$ cat config.mk
export PLATFORM = sky130hd
export DESIGN_NAME = attack_round_ctrl
export DESIGN_NICKNAME = d
export VERILOG_FILES = /design/src/rtl/attack_round_ctrl.sv
export SDC_FILE = /design/constraint.sdc
export NUM_CORES = 1
export LEC_CHECK = 0
export ABC_AREA = 0
export ABC_CLOCK_PERIOD_IN_PS = 8600
export BUFFER_PORTS_ARGS = -buffer_cell sky130_fd_sc_hd__buf_2
export CAP_MARGIN = 20
export CORE_UTILIZATION = 40
export DETAILED_ROUTE_END_ITERATION = 8
export GPL_TIMING_DRIVEN = 0
export HOLD_SLACK_MARGIN = 0.1
export PLACE_DENSITY_LB_ADDON = 0.05
export RECOVER_POWER = 100
export SLEW_MARGIN = 20
export SYNTH_ARGS = -nofsm -noshare
export SYNTH_HDL_FRONTEND = slang
export SYNTH_SLANG_ARGS = --single-unit
$ cat constraint.sdc
create_clock -name clk -period 8.6 [get_ports clk]
set_input_delay 1.72 -clock clk [delete_from_list [all_inputs] [get_ports clk]]
set_output_delay 1.72 -clock clk [all_outputs]
set_load 0.03 [all_outputs]
$ cat src/rtl/attack_round_ctrl.sv
// rtl/attack_round_ctrl.sv - clocked attack-round controller: shot map, shot/ship counters, RGB and LED-matrix drive
module attack_round_ctrl #(
   parameter int COLUMNS     = 5,
   parameter int ROWS        = 7,
   parameter int COORD_WIDTH = 3,
   parameter int MAX_SHOTS   = 16,
   parameter int DATA_WIDTH  = COLUMNS*ROWS
) (
   input  logic                              clk,
   input  logic                              reset,
   input  logic                              start,
   input  logic [DATA_WIDTH-1:0]             selected_map,
   input  logic [COORD_WIDTH-1:0]            x_coord_code,
   input  logic [COORD_WIDTH-1:0]            y_coord_code,
   input  logic                              confirm_attack_n,
   output logic [DATA_WIDTH-1:0]             matriz_data,
   output logic [1:0]                        ledRgb,
   output logic [$clog2(MAX_SHOTS+1)-1:0]    shots_left,
   output logic [$clog2(DATA_WIDTH+1)-1:0]   ships_left,
   output logic                              game_won,
   output logic                              game_lost,
   output logic                              armed
);

   localparam int SW = $clog2(MAX_SHOTS+1);
   localparam int KW = $clog2(DATA_WIDTH+1);
   localparam int IW = (DATA_WIDTH > 1) ? $clog2(DATA_WIDTH) : 1;

   typedef enum logic [2:0] {IDLE, LOAD, ARMED, WON, LOST} state_t;

   state_t                state_q, state_n;
   logic [DATA_WIDTH-1:0] ship_q, ship_n;
   logic [DATA_WIDTH-1:0] shot_q, shot_n;
   logic [DATA_WIDTH-1:0] matriz_q, matriz_n;
   logic [1:0]            led_q, led_n;
   logic [SW-1:0]         shots_q, shots_n;
   logic [KW-1:0]         ships_q, ships_n;
   logic                  confirm_q;
   logic                  attack_evt;
   logic                  in_range;
   logic [IW-1:0]         cell_idx;
   logic [KW-1:0]         pop;

   // Falling edge of the debounced button; holding it low yields one event.
   assign attack_evt = confirm_q & ~confirm_attack_n;
   assign in_range   = (int'(x_coord_code) < COLUMNS) && (int'(y_coord_code) < ROWS);

   always_comb begin
      state_n  = state_q;
      ship_n   = ship_q;
      shot_n   = shot_q;
      led_n    = led_q;
      shots_n  = shots_q;
      ships_n  = ships_q;
      matriz_n = '1;
      cell_idx = IW'(x_coord_code) * IW'(ROWS) + IW'(y_coord_code);
      pop      = '0;
      for (int i = 0; i < DATA_WIDTH; i++) begin
         pop = pop + KW'(ship_q[i]);
      end

      if (start) begin
         state_n = LOAD;
         ship_n  = selected_map;
         shot_n  = '0;
         led_n   = 2'b00;
      end else begin
         case (state_q)
            LOAD: begin
               shots_n = SW'(MAX_SHOTS);
               ships_n = pop;
               state_n = (pop == '0) ? WON : ARMED;
            end
            ARMED: begin
               if (attack_evt && in_range) begin
                  if (shot_q[cell_idx]) begin
                     led_n = 2'b11;
                  end else begin
                     shot_n[cell_idx] = 1'b1;
                     shots_n          = shots_q - SW'(1);
                     if (ship_q[cell_idx]) begin
                        ships_n = ships_q - KW'(1);
                        led_n   = 2'b10;
                     end else begin
                        led_n   = 2'b01;
                     end
                     // A final shot that also sinks the last ship counts as a win.
                     if (ships_n == '0) begin
                        state_n = WON;
                     end else if (shots_n == '0) begin
                        state_n = LOST;
                     end
                  end
               end
            end
            default: ;
         endcase
      end

      case (state_n)
         LOAD, ARMED: matriz_n = ~shot_n;
         WON, LOST:   matriz_n = ~(shot_n | ship_n);
         default:     matriz_n = '1;
      endcase
   end

   always_ff @(posedge clk or negedge reset) begin
      if (!reset) begin
         state_q   <= IDLE;
         ship_q    <= '0;
         shot_q    <= '0;
         matriz_q  <= '1;
         led_q     <= 2'b00;
         shots_q   <= '0;
         ships_q   <= '0;
         confirm_q <= 1'b1;
      end else begin
         state_q   <= state_n;
         ship_q    <= ship_n;
         shot_q    <= shot_n;
         matriz_q  <= matriz_n;
         led_q     <= led_n;
         shots_q   <= shots_n;
         ships_q   <= ships_n;
         confirm_q <= confirm_attack_n;
      end
   end

   assign matriz_data = matriz_q;
   assign ledRgb      = led_q;
   assign shots_left  = shots_q;
   assign ships_left  = ships_q;
   assign game_won    = (state_q == WON);
   assign game_lost   = (state_q == LOST);
   assign armed       = (state_q == ARMED);

endmodule

== After elaboration in Yosys (flattened, before gate mapping) ==
Index checks and enable logic that the tools add are counted.
Word-level totals
  flip-flop bits (word level): 122
  output and inout bits: 51
Cells by class
  add/subtract/negate cells: 37
  $mul: 1
  magnitude comparators: 4
  equal/unequal tests: 10
  muxes and demuxes: 35
  bitwise logic cells: 7
  reduce and logical (&&, ||, !) cells: 13
Operator list (count)
  35-bit two-way mux: 5
  6-bit by 1-bit adder with 6-bit output: 29
  35-bit inverter: 2
  35-bit bitwise OR: 2
  35-bit one-hot mux with 2 select lines: 1
  6-bit two-way mux: 7
  3-bit two-way mux: 5
  1-bit binary-select mux with 6-bit select: 2
  3-bit by 2-bit == test with 1-bit output (second input constant): 4
  6-bit zero test: 2
  6-bit one-hot mux with 2 select lines: 1
  2-bit two-way mux: 5
  5-bit two-way mux: 2
  5-bit one-hot mux with 2 select lines: 1
  6-bit by 7-bit less-than comparator with 1-bit output (second input constant): 1
  5-bit by 1-bit adder with 6-bit output: 1
  6-bit by 3-bit adder with 6-bit output: 1
  1-bit demux with 6-bit select: 1
  3-bit by 1-bit == test with 1-bit output (second input constant): 2
  3-bit == test (second input constant): 2
  6-bit by 1-bit >= comparator with 1-bit output (second input constant): 1
  3-bit less-than comparator (second input constant): 2
  3-bit by 3-bit multiplier with 6-bit output (second input constant): 1
  3-bit one-hot mux with 2 select lines: 1
  17 further kinds: 26

== Logic depth before layout (Yosys ltp) ==
  depth in word-level cells: 41
  mapped depth: 23
  gate-level depth less buffers: 22

== Worst setup path after synthesis ==
No wires, ideal clock.
  kind: in2reg
  start point: in x_coord_code[0]
  end point: reg matriz_q[0] (netlist: matriz_data[0])
  setup time: 0.059 ns
  data arrival time: 5.785 ns
  required time: 8.541 ns
  path slack: 2.756 ns
  stages: 16
  buffers on the path: 4
  cell sequence: fa_1 > inv_1 > fa_1 > fa_1 > buf_4 > buf_6 > buf_2 > a221oi_1 > o221ai_1 > o31ai_1 > a311oi_4 > mux2i_4 > o22ai_2 > a221oi_4 > buf_6 > a21o_1
On the way
  word-level cells in the longest chain between the ends: 18
Ends and longest elaborated chain
  from (decl): RTL line 13  | input logic [COORD_WIDTH-1:0] x_coord_code,
  3-bit by 3-bit multiplier with 6-bit output: RTL line 56  | cell_idx = IW'(x_coord_code) * IW'(ROWS) + IW'(y_coord_code);
  6-bit by 3-bit adder with 6-bit output: RTL line 56
  1-bit binary-select mux with 6-bit select: RTL line 81  | if (ship_q[cell_idx]) begin
  1-bit two-way mux (not written as such): RTL line 81
  6-bit two-way mux: RTL line 81
  6-bit two-way mux: RTL line 76  | if (shot_q[cell_idx]) begin
  6-bit two-way mux: RTL line 75  | if (attack_evt && in_range) begin
  6-bit two-way mux: RTL line 68  | case (state_q)
  (+3 left out)
  3-bit two-way mux: RTL line 76
  3-bit two-way mux: RTL line 75
  3-bit one-hot mux with 2 select lines: RTL line 68
  3-bit two-way mux: RTL line 62  | if (start) begin
  3-bit by 2-bit == test with 1-bit output (tied with other cells): RTL line 100  | case (state_n)
  2-bit OR reduction: RTL line 100
  35-bit one-hot mux with 2 select lines (*): RTL line 100
  net matriz_n[0]: RTL line 34  | logic [DATA_WIDTH-1:0] matriz_q, matriz_n;
  to (signal assigned): RTL line 121  | matriz_q <= matriz_n;
  to (decl): RTL line 34
Mark *: on every way through the listed nets, which the timed path passes. The rest lies on a longest branch. The select of a mux whose other input is x is not followed.
A chain may end at the register's enable or synchronous reset.

== Worst setup path after layout ==
  start point: in x_coord_code[0]
  end point: reg matriz_q[32] (netlist: matriz_data[32])
The elaborated chain is that of the path after synthesis.

==> run_summary.xml <==
<?xml version="1.0" encoding="UTF-8"?>
<metrics>
  <group name="outcome">
    <metric name="status" unit="">finished, violations left</metric>
    <metric name="failing_checks" unit="">design-rule violations, max-capacitance violations, max-slew violations</metric>
  </group>
  <group name="logic_synthesis">
    <metric name="sequential_area_share_after_synthesis" unit="%">41.61</metric>
    <metric name="synth_largest_type_area_fraction" unit="%">28.91</metric>
    <metric name="yosys.area.top_type" unit="">dfrtp_1</metric>
    <metric name="yosys_most_used_dff" unit="">dfrtp_1</metric>
    <metric name="post-synth-top-count-cell" unit="">dfrtp_1</metric>
    <metric name="postSynthRegisterBits" unit="">122</metric>
    <metric name="mappedNetlistNets" unit="">821</metric>
    <metric name="synth.lib_cells_used.distinct" unit="">82</metric>
    <metric name="synth.cell_area" unit="mm^2">0.007445</metric>
    <metric name="synthesized_area_divided_by_synthesized_cell_count" unit="um^2">10.25</metric>
    <metric name="syn_inst" unit="">726</metric>
    <metric name="synth_commonest_cells" unit="">dfrtp_1, inv_1, nor2_1, a21oi_1, nand2_1</metric>
    <metric name="edff_count_synth" unit="">0</metric>
    <metric name="synth.yosys.warnings" unit="">0</metric>
    <metric name="synth.top_cells.by_area" unit="">dfrtp_1, dfstp_2, fa_1</metric>
    <metric name="synthArstFlopShare" unit="%">100.0</metric>
  </group>
  <group name="global_route">
    <metric name="overflow" unit="">0</metric>
    <metric name="grt_antenna_before_repair" unit="">0</metric>
    <metric name="grt_max_degree" unit="">67</metric>
    <metric name="globalRouteTotalUtil" unit="%">23.55</metric>
    <metric name="grt_pass1_vias" unit="">6127</metric>
    <metric name="wire_length_of_the_first_global_routing_pass" unit="um">33970</metric>
  </group>
  <group name="cts">
    <metric name="number_of_resized_instances_in_the_post_cts_repair_step" unit="">0</metric>
    <metric name="tritoncts.num_buffers" unit="">17</metric>
    <metric name="h_tree_lvls" unit="">4</metric>
    <metric name="cts.path.max_buffers" unit="">2</metric>
    <metric name="cts_hold_buffers" unit="">0</metric>
    <metric name="cts.clk_slew.worst_paths" unit="ps">60</metric>
    <metric name="cts.sinks" unit="">122</metric>
    <metric name="clock_tree.root_cell" unit="">clkbuf_16</metric>
    <metric name="tritoncts" unit="">built</metric>
    <metric name="post-cts-setup-buffers" unit="">0</metric>
    <metric name="worstSkewPairLatency" unit="ps">420</metric>
  </group>
  <group name="sta">
    <metric name="finalHoldViolCount" unit="">0</metric>
    <metric name="slew_headroom" unit="%">-117.1</metric>
    <metric name="max_fclk" unit="MHz">135.2</metric>
    <metric name="final.setup.tns" unit="ps">0</metric>
    <metric name="timing.hold.ws" unit="ps">513.7</metric>
    <metric name="max_slew.worst_pin.slew" unit="ps">3257</metric>
    <metric name="maxSlewViolCount" unit="">57</metric>
    <metric name="timing.clock.skew" unit="ps">9.031</metric>
    <metric name="final_period_minus_worst_setup_slack" unit="ps">7398</metric>
    <metric name="layout_worst_path_cycle_share" unit="%">86.03</metric>
    <metric name="setup-violations-final" unit="">0</metric>
    <metric name="rsz0062_at_grt" unit="">no</metric>
  </group>
  <group name="die">
    <metric name="core-area" unit="mm^2">0.01809</metric>
    <metric name="dieHeight" unit="um">138.4</metric>
    <metric name="fp.dieW" unit="um">138.4</metric>
    <metric name="die_area" unit="mm^2">0.01916</metric>
    <metric name="pin_count" unit="">96</metric>
    <metric name="standard_cell_row_count" unit="">49</metric>
    <metric name="floorplan.initialDensity" unit="%">41.16</metric>
  </group>
  <group name="pwr">
    <metric name="clockPowerShare" unit="%">20.8</metric>
    <metric name="irDropWorstVdd" unit="uV">301.0</metric>
    <metric name="cellInternalPower" unit="mW">1.901</metric>
    <metric name="power.combinational.fraction" unit="%">56.0</metric>
    <metric name="power.density" unit="mW/mm^2">389.1</metric>
    <metric name="switching_power" unit="mW">1.492</metric>
    <metric name="pwr-share-seq" unit="%">23.2</metric>
    <metric name="netSwitchingFraction" unit="%">43.97</metric>
    <metric name="leakage" unit="nW">3.893</metric>
  </group>
  <group name="route">
    <metric name="detailroute.via_count" unit="">6101</metric>
    <metric name="residual_drc" unit="">6</metric>
    <metric name="detailedRoute.firstPassIterationCount" unit="">7</metric>
    <metric name="route.detailed.wl_per_inst" unit="um">20.44</metric>
    <metric name="postRouteWirelength" unit="um">22140</metric>
    <metric name="antenna_left" unit="">0</metric>
    <metric name="via_per_inst" unit="">5.633</metric>
    <metric name="initial_detailed_routing_violation_count" unit="">363</metric>
  </group>
  <group name="cells_and_area">
    <metric name="share_of_post_route_cells_with_drive_strength_above_1" unit="%">20.37</metric>
    <metric name="sequential_cell_area" unit="mm^2">0.003098</metric>
    <metric name="insertedDiodeCount" unit="">0</metric>
    <metric name="area_growth" unit="%">17.14</metric>
    <metric name="multiInputGateArea" unit="mm^2">0.003794</metric>
    <metric name="finalNetCount" unit="">936</metric>
    <metric name="final_cell_count_no_fill" unit="">1083</metric>
    <metric name="filler_cell_count" unit="">1740</metric>
  </group>
  <group name="place">
    <metric name="gp_congestion" unit="">0.9116</metric>
    <metric name="detailedPlacementHpwl" unit="um">16740</metric>
    <metric name="dpl.cell_count" unit="">1051</metric>
    <metric name="port_buffers" unit="">95</metric>
  </group>
  <group name="worst_setup_path">
    <metric name="cp_required" unit="ps">8950</metric>
    <metric name="critPathArrivalTime" unit="ps">7750</metric>
    <metric name="path_cells" unit="">clkbuf_1 -&gt; fa_1 -&gt; inv_1 -&gt; fa_1 -&gt; fa_1 -&gt; clkbuf_1 -&gt; clkbuf_1 -&gt; buf_2 -&gt; nor3b_1 -&gt; o21ai_0 -&gt; o21ai_0 -&gt; and3_1 -&gt; clkbuf_1 -&gt; nor2_1 -&gt; a21boi_0 -&gt; o21ai_0 -&gt; a221oi_4 -&gt; buf_6 -&gt; a21o_1</metric>
    <metric name="most_numerous_cell_on_the_critical_path" unit="">clkbuf_1</metric>
    <metric name="critical_path.n_buffers_inverters" unit="">7</metric>
    <metric name="worstPathMaxFanout" unit="">10</metric>
    <metric name="timing.critical_path.from_type" unit="">input pin</metric>
    <metric name="end_kind" unit="">register</metric>
    <metric name="worst_path_dominant_cell_family" unit="">buffers and inverters</metric>
    <metric name="timing.reg2reg.setup_slack" unit="ps">2100</metric>
    <metric name="crit_path_max_incr_delay" unit="ps">620</metric>
    <metric name="critical_path.slowest_cell" unit="">clkbuf_1</metric>
    <metric name="critPathKind" unit="">input pin to register</metric>
  </group>
  <group name="hold_path">
    <metric name="hold_path.class" unit="">register to register</metric>
  </group>
  <group name="job">
    <metric name="timing.max_cap.violations" unit="">1</metric>
  </group>
</metrics>
[power by group through the flow]
stage	clock network [mW]	logic [mW]	registers, mW
final	0.705	1.90	0.788
after global routing	0.739	2.09	0.802
after CTS	0.716	1.95	0.786
after detailed placement	0	1.93	0.794
after global placement	0	1.91	0.790
after floorplan	0	1.27	0.949
[cell type report]
type                            count  share of cell area [%]
Clock buffer                       20                   5.237
Sequential cell                   122                   35.52
Multi-Input combinational cell    486                   43.50
Inverter                           73                   3.142
Tap cell                          229                   3.286
Timing Repair Buffer               96                   4.993
Buffer                             45                   2.898
Clock inverter                     12                   1.420
[cell usage in the layout (no fill, tap or decap), drive strengths merged, types with 7 or more instances in the layout]
cell	synthesis	routed
nor3	12	12
nand3	7	7
dfrtp	86	86
a21oi	54	54
mux2	24	24
o31ai	39	39
a21o	36	36
buf	30	64
inv	73	73
mux2i	9	9
fa	30	30
nor2	60	60
ha	20	20
clkinv	0	7
nand2	43	43
and3	7	7
o21ai	36	36
clkbuf	15	97
dfstp	36	36
[cell families (layout without fill, tap and decap cells)]
family / after synthesis / after routing / synth area share, %
AO/OA/AOI/OAI: 217 / 217 / 20.74
XOR/XNOR: 9 / 9 / 1.412
adder cells (fa/ha/maj): 50 / 50 / 11.43
buffers and inverters: 118 / 246 / 7.361
flip-flops: 122 / 122 / 41.61
multiplexers: 35 / 35 / 5.714
AND/OR/NAND/NOR: 175 / 175 / 11.73
[worst paths after layout]
kind	startpoint	endpoint	depth (start not counted)
max	x_coord_code[0]	matriz_data[32]$_DFF_PN1_	19
min	shot_q[25]$_DFF_PN0_	shot_q[25]$_DFF_PN0_	2
max reg2reg	ship_q[23]$_DFF_PN0_	matriz_data[32]$_DFF_PN1_	22
min reg2reg	shot_q[25]$_DFF_PN0_	shot_q[25]$_DFF_PN0_	2
max in group asynchronous	reset	ship_q[29]$_DFF_PN0_	1
min in group asynchronous	reset	shots_left[1]$_DFFE_PN0P_	1
[worst min-delay path, stage by stage (launching register included)]
cell and delay (ps):
dfrtp_1 340, a21oi_1 60, nor2_1 80
[registers in the layout, summed over array words and instances, names as in the netlist]
signal / count
matriz_data: 35
ship_q: 35
shot_q: 35
ships_left: 6
shots_left: 5
state_q: 3
ledRgb: 2
confirm_q: 1
[routing by layer]
layer	GRT usage (%)	wire [um]
met2	36.28	10100
met4	9.521	569
met1	32.87	10230
met3	4.191	1242
met5	0	0
[through the flow]
step           utilization [%]  worst slack (ps)  area, um^2  power [mW]
2_1_floorplan                -              2756        7445       2.214
3_3_place_gp             45.38              1725        8207       2.699
3_5_place_dp             45.56              1714        8240       2.721
4_1_cts                  48.77              2095        8821       3.448
5_1_grt                  48.22             949.7        8721       3.630
6_report                 48.22              1202        8721       3.393
Power figures use the tool's default switching activity.
